**config.mk**
```make
export PLATFORM = sky130hd
export DESIGN_NAME = sync_fifo_buffer_flat
export DESIGN_NICKNAME = d
export VERILOG_FILES = /design/src/rtl/sync_fifo_buffer_if.sv /design/src/rtl/sync_fifo_buffer.sv /design/src/flat_wrapper.sv
export SDC_FILE = /design/constraint.sdc
export NUM_CORES = 1
export LEC_CHECK = 0
export BUFFER_PORTS_ARGS = -buffer_cell sky130_fd_sc_hd__buf_4
export CORE_UTILIZATION = 25
export DETAILED_ROUTE_END_ITERATION = 7
export PLACE_DENSITY = 0.51
export SYNTH_ARGS = -nofsm -noshare
export SYNTH_HDL_FRONTEND = slang
export SYNTH_SLANG_ARGS = --single-unit
```
**constraint.sdc**
```tcl
create_clock -name clk_i -period 2.1 [get_ports clk_i]
set_clock_uncertainty 0.05 [all_clocks]
set_input_delay 0.105 -clock clk_i [delete_from_list [all_inputs] [get_ports clk_i]]
set_output_delay 0.105 -clock clk_i [all_outputs]
set_load 0.05 [all_outputs]
```
**src/rtl/sync_fifo_buffer_if.sv**
```systemverilog
// Push/pop handshake bundle for sync_fifo_buffer.
// The master modport is the producer/consumer side and the slave modport is the FIFO.
interface sync_fifo_buffer_if #(
  parameter int DATA_WIDTH = 8
);
  logic [DATA_WIDTH-1:0] wr_data_i;
  logic                  write_i;
  logic                  read_i;
  logic [DATA_WIDTH-1:0] rd_data_o;
  logic                  full_o;
  logic                  empty_o;

  modport master (
    output wr_data_i, write_i, read_i,
    input  rd_data_o, full_o, empty_o
  );

  modport slave (
    input  wr_data_i, write_i, read_i,
    output rd_data_o, full_o, empty_o
  );
endinterface

```
**src/rtl/sync_fifo_buffer.sv**
```systemverilog
// Single-clock byte FIFO for the UART TX/RX paths.
// The read port is either first-word fall-through (FWFT=1) or registered on pop (FWFT=0).
module sync_fifo_buffer #(
  parameter int FIFO_DEPTH = 32,
  parameter bit FWFT       = 1'b1,
  parameter int DATA_WIDTH = 8
) (
  input  logic                clk_i,
  input  logic                rst_n_i,
  sync_fifo_buffer_if.slave   bus
);
  // FIFO_DEPTH must be a power of two and at least 2, so AW is at least 1.
  localparam int AW = $clog2(FIFO_DEPTH);
  localparam logic [AW:0] PTR_ONE = {{AW{1'b0}}, 1'b1};

  logic [DATA_WIDTH-1:0] mem_q [FIFO_DEPTH];
  logic [AW:0]           wr_ptr_q, wr_ptr_d;
  logic [AW:0]           rd_ptr_q, rd_ptr_d;
  logic                  empty, full;
  logic                  wr_accept, rd_accept;
  logic [AW-1:0]         rd_idx;

  // Pointers carry an extra MSB so equal low bits can mean either empty or full.
  assign empty     = (wr_ptr_q == rd_ptr_q);
  assign full      = (wr_ptr_q[AW-1:0] == rd_ptr_q[AW-1:0]) && (wr_ptr_q[AW] != rd_ptr_q[AW]);
  assign rd_accept = bus.read_i && !empty;
  assign wr_accept = bus.write_i && (!full || rd_accept);
  assign rd_idx    = rd_ptr_q[AW-1:0];

  assign bus.empty_o = empty;
  assign bus.full_o  = full;

  always_comb begin
    wr_ptr_d = wr_ptr_q;
    rd_ptr_d = rd_ptr_q;
    if (wr_accept) wr_ptr_d = wr_ptr_q + PTR_ONE;
    if (rd_accept) rd_ptr_d = rd_ptr_q + PTR_ONE;
  end

  always_ff @(posedge clk_i or negedge rst_n_i) begin
    if (!rst_n_i) begin
      wr_ptr_q <= '0;
      rd_ptr_q <= '0;
    end else begin
      wr_ptr_q <= wr_ptr_d;
      rd_ptr_q <= rd_ptr_d;
    end
  end

  // Storage is deliberately left out of reset; the pointers alone define validity.
  always_ff @(posedge clk_i) begin
    if (wr_accept) mem_q[wr_ptr_q[AW-1:0]] <= bus.wr_data_i;
  end

  generate
    if (FWFT) begin : g_fwft
      assign bus.rd_data_o = mem_q[rd_idx];
    end else begin : g_reg
      logic [DATA_WIDTH-1:0] rd_data_q, rd_data_d;

      always_comb begin
        rd_data_d = rd_data_q;
        if (rd_accept) rd_data_d = mem_q[rd_idx];
      end

      always_ff @(posedge clk_i or negedge rst_n_i) begin
        if (!rst_n_i) rd_data_q <= '0;
        else          rd_data_q <= rd_data_d;
      end

      assign bus.rd_data_o = rd_data_q;
    end
  endgenerate
endmodule

```
**src/flat_wrapper.sv**
```systemverilog
// flat-port wrapper written by rule: the top's interface ports become plain ports
module sync_fifo_buffer_flat 
#(
  parameter int FIFO_DEPTH = 32,
  parameter bit FWFT       = 1'b1,
  parameter int DATA_WIDTH = 8
)
  (clk_i, rst_n_i, bus_wr_data_i, bus_write_i, bus_read_i, bus_rd_data_o, bus_full_o, bus_empty_o);
  sync_fifo_buffer_if #(.DATA_WIDTH(DATA_WIDTH)) bus_i ();
  input  logic clk_i;
  input  logic rst_n_i;
  input wire logic [$bits(bus_i.wr_data_i)-1:0] bus_wr_data_i;
  input wire logic [$bits(bus_i.write_i)-1:0] bus_write_i;
  input wire logic [$bits(bus_i.read_i)-1:0] bus_read_i;
  output wire logic [$bits(bus_i.rd_data_o)-1:0] bus_rd_data_o;
  output wire logic [$bits(bus_i.full_o)-1:0] bus_full_o;
  output wire logic [$bits(bus_i.empty_o)-1:0] bus_empty_o;
  assign bus_i.wr_data_i = bus_wr_data_i;
  assign bus_i.write_i = bus_write_i;
  assign bus_i.read_i = bus_read_i;
  assign bus_rd_data_o = bus_i.rd_data_o;
  assign bus_full_o = bus_i.full_o;
  assign bus_empty_o = bus_i.empty_o;
  sync_fifo_buffer #(.FIFO_DEPTH(FIFO_DEPTH), .FWFT(FWFT), .DATA_WIDTH(DATA_WIDTH)) u_core (.clk_i(clk_i), .rst_n_i(rst_n_i), .bus(bus_i));
endmodule
```
==> metrics.txt <==
Cell Area, Placed 11930 um^2; Synth Flop Type edfxtp_1; Sw Share 33.12%; Boundary Pins 22; setup slack, reg-to-reg -0.24 ns; CORE AREA 42040 um^2; DRC 0; Slew @ Worst Pin 0.5900 ns; CTS tree yes; cell count after synthesis 526; nets 643; antenna violations before repair 0; Synth area leader edfxtp_1; status complete, but fails checks; count leader, synth edfxtp_1; Port-buffer cells 21; Synth Area per Inst 20.30 um^2; hold depth 4; Multi-input gate area 2834 um^2; routed wirelength normalized by instance count 20.89 um; Clock Power Share 26.3%; max-cap violations 0; Post-Layout Cell Count 1185; final worst slack -0.7042 ns; sequential share of the synthesized area 74.82%; Via density 4.554; clock latency on the worst-skew pair 0.54 ns; vias in the first global route 5846; Leak 4.450 nW; failing checks setup timing; Min-Delay Path Class in2reg; area grow syn2layout 26.51%; Internal 12.76 mW; GP Congestion 0.7647; hold path endpoint u_core.rd_ptr_q[0]$_DFFE_PN0P_; vias post-DR 5397; Period minus WS final 2.804 ns; router iterations before antenna repair 4; crit end category output pin; Yosys Warn Count 0; largest family of logic cells by synthesized area multiplexers; post-synthesis simple-gate area fraction 3.446%; Adder-Cell Fraction of Synth Area 0.5860%; async set-reset flop share out of synthesis 4.478%; Final ANT Viol Nets 0; global-route wire length before repair 36960 um; critical path class reg2out; clock root cell clkbuf_16; die area 43530 um^2; Flop pwr share 33.9%; Slew HR 60.54%; placed insts 1112; H-tree depth 1; fin. max-slew vios 0; Setup WS pre-CTS -0.5784 ns; Cell Rows 75; Fillers 3990; largest net degree at the start of global routing 35; final setup violation count 274; fin crit share 133.5%; worst hold start bus_read_i; reg-to-reg endpoint u_core.mem_q[11][4]$_DFFE_PP_; pwr dens 1412 nW/um^2; Final Cell Area 13510 um^2; CP max FO 11; Mapped Nets 543; R2R cell count 9; Post-synth top cells 256 x edfxtp_1, 40 x mux4_2, 31 x and3_1; Seq cells post-synth 268; GRT overflow 0; Synth Area in XOR/XNOR 1.313%; post-synthesis mux area share 13.82%; # clock sinks 268; complex-gate fraction of the synthesized area 4.079%; library cells used by synthesis 38; achievable frequency 356.6 MHz; VDD IR max 0.9207 mV; Net Sw Power 6.318 mW; Worst R2R Start u_core.rd_ptr_q[0]$_DFFE_PN0P_; sequential standard cell area 7991 um^2; power share of the combinational group 39.8%; share of cells above drive strength 1 38.24%; post-synth top area share 72.01%; Post-synth EDFFs 256; DP HPWL 15750 um; total CTS buffers 28; die height 208.6 um; DIE WIDTH 208.6 um; Synth area leaders edfxtp_1 72%, mux4_2 8.4%, dfrtp_1 2.8%, mux2i_1 2.8%, mux4_1 2.5%; # diodes 0; number of DRC markers in iteration 0 342; Post-Syn Area 10680 um^2; Starting Density 25.39%; Setup TNS -60.39 ns; Worst EP arrival 2.65 ns; gr usage total 11.33%; drt total wl 24750 um; type of origin of the critical path register; CTS Buffer Depth 3; clock slew at reported path FFs 0.06 ns; Fin. Hold Viols 0; unrepaired setup endpoints after global routing yes; Critical Path RT 1.95 ns
cell families after synthesis:
family                     Yosys count
adders and majority gates            5
AOI/OAI and AO/OA                   56
DFF                                268
muxes                               81
buffers and inverters               35
xor gates and xnor gates            16
and+or+nand+nor                     65
what timing repair did:
action,4_1_cts,5_1_grt
buffers inserted,4,6
hold endpoints to repair,268,0
cloned,0,3
hold buffers,10,0
pin swaps,7,6
gates resized for setup,90,27
setup endpoints to repair,266,277
worst max path at each step:
stage                                              start                            end  cells past startpoint
after global routing      u_core.rd_ptr_q[0]$_DFFE_PN0P_               bus_rd_data_o[2]                      8
after CTS                 u_core.rd_ptr_q[0]$_DFFE_PN0P_               bus_rd_data_o[6]                      7
final                     u_core.rd_ptr_q[0]$_DFFE_PN0P_               bus_rd_data_o[2]                      8
after floorplan           u_core.rd_ptr_q[0]$_DFFE_PN0P_  u_core.mem_q[15][0]$_DFFE_PP_                      6
after global placement    u_core.rd_ptr_q[0]$_DFFE_PN0P_               bus_rd_data_o[7]                      6
after detailed placement  u_core.rd_ptr_q[0]$_DFFE_PN0P_               bus_rd_data_o[7]                      6
metal layers:
layer,track usage (%),vias up,wire [um]
met5,0,-,0
met4,3.271,0,614
met3,2.089,37,1101
met2,19.58,109,12380
met1,14.46,2864,10660
li1,-,2387,-
cells in the final DEF, fill, tap and decap left out, types with 2 or more instances in the layout:
master / synthesis / layout
o22ai_1: 7 / 6
a22oi_2: 0 / 4
clkinv_2: 0 / 6
clkbuf_1: 11 / 3
a21oi_1: 16 / 5
and3_1: 31 / 2
nand4_1: 3 / 3
xnor2_1: 7 / 7
a22o_4: 0 / 5
o221ai_1: 8 / 8
inv_1: 6 / 6
dfrtp_1: 12 / 11
a2111oi_4: 0 / 6
mux4_1: 10 / 4
clkbuf_16: 0 / 31
nor3_2: 1 / 2
nor3b_1: 3 / 3
xor2_1: 9 / 8
a22oi_1: 8 / 4
edfxtp_1: 256 / 256
nor2b_1: 2 / 2
buf_6: 4 / 13
buf_12: 1 / 13
nor3_1: 3 / 2
mux2i_1: 30 / 30
dlygate4sd3_1: 0 / 10
clkinv_1: 0 / 3
a21oi_2: 0 / 11
and3_4: 0 / 29
clkinvlp_4: 0 / 3
nand3_1: 3 / 3
ha_1: 5 / 5
nand2_1: 6 / 5
mux4_2: 40 / 46
buf_8: 1 / 4
bufinv_16: 0 / 4
nor2_2: 0 / 2
buf_4: 3 / 57
nor2_1: 11 / 8
sequential cells by signal (all words and copies together), names as in the netlist:
signal	count
u_core.mem_q	256
u_core.rd_ptr_q	6
u_core.wr_ptr_q	6
stage by stage:
stage                     hold slack, ns  utilization, %  power [mW]
after global placement          -0.09130           28.37       13.18
after floorplan                  -0.2406               -       10.64
after CTS                        0.07051           31.63       18.89
after detailed placement        -0.08615           28.37       13.24
after global routing              0.1046           32.13       19.88
final                            0.07250           32.13       19.08
power by group through the flow:
stage | Sequential [mW] | Combinational, mW | Clock [mW]
floorplan | 6.52 | 4.12 | 0
global placement | 6.62 | 6.56 | 0
detailed placement | 6.64 | 6.60 | 0
CTS | 6.47 | 7.30 | 5.13
global route | 6.51 | 8.04 | 5.33
finish | 6.47 | 7.59 | 5.02
final cells by class:
cell class	instances	share of cell area, %
Timing Repair Buffer	99	7.736
Tap cell	539	4.993
Clock inverter	18	1.492
Multi-Input combinational cell	223	20.98
Inverter	6	0.1668
Sequential cell	268	59.17
Clock buffer	32	5.457
worst max-delay path: stages, from the launching register on:
cell       delay [ns]
dfrtp_4          0.49
buf_12           0.16
buf_4            0.15
mux4_2           0.42
a22o_4           0.27
a2111oi_4        0.23
buf_4            0.17
a21oi_2          0.04
buf_6            0.16
(Power assumes the default switching activity.)
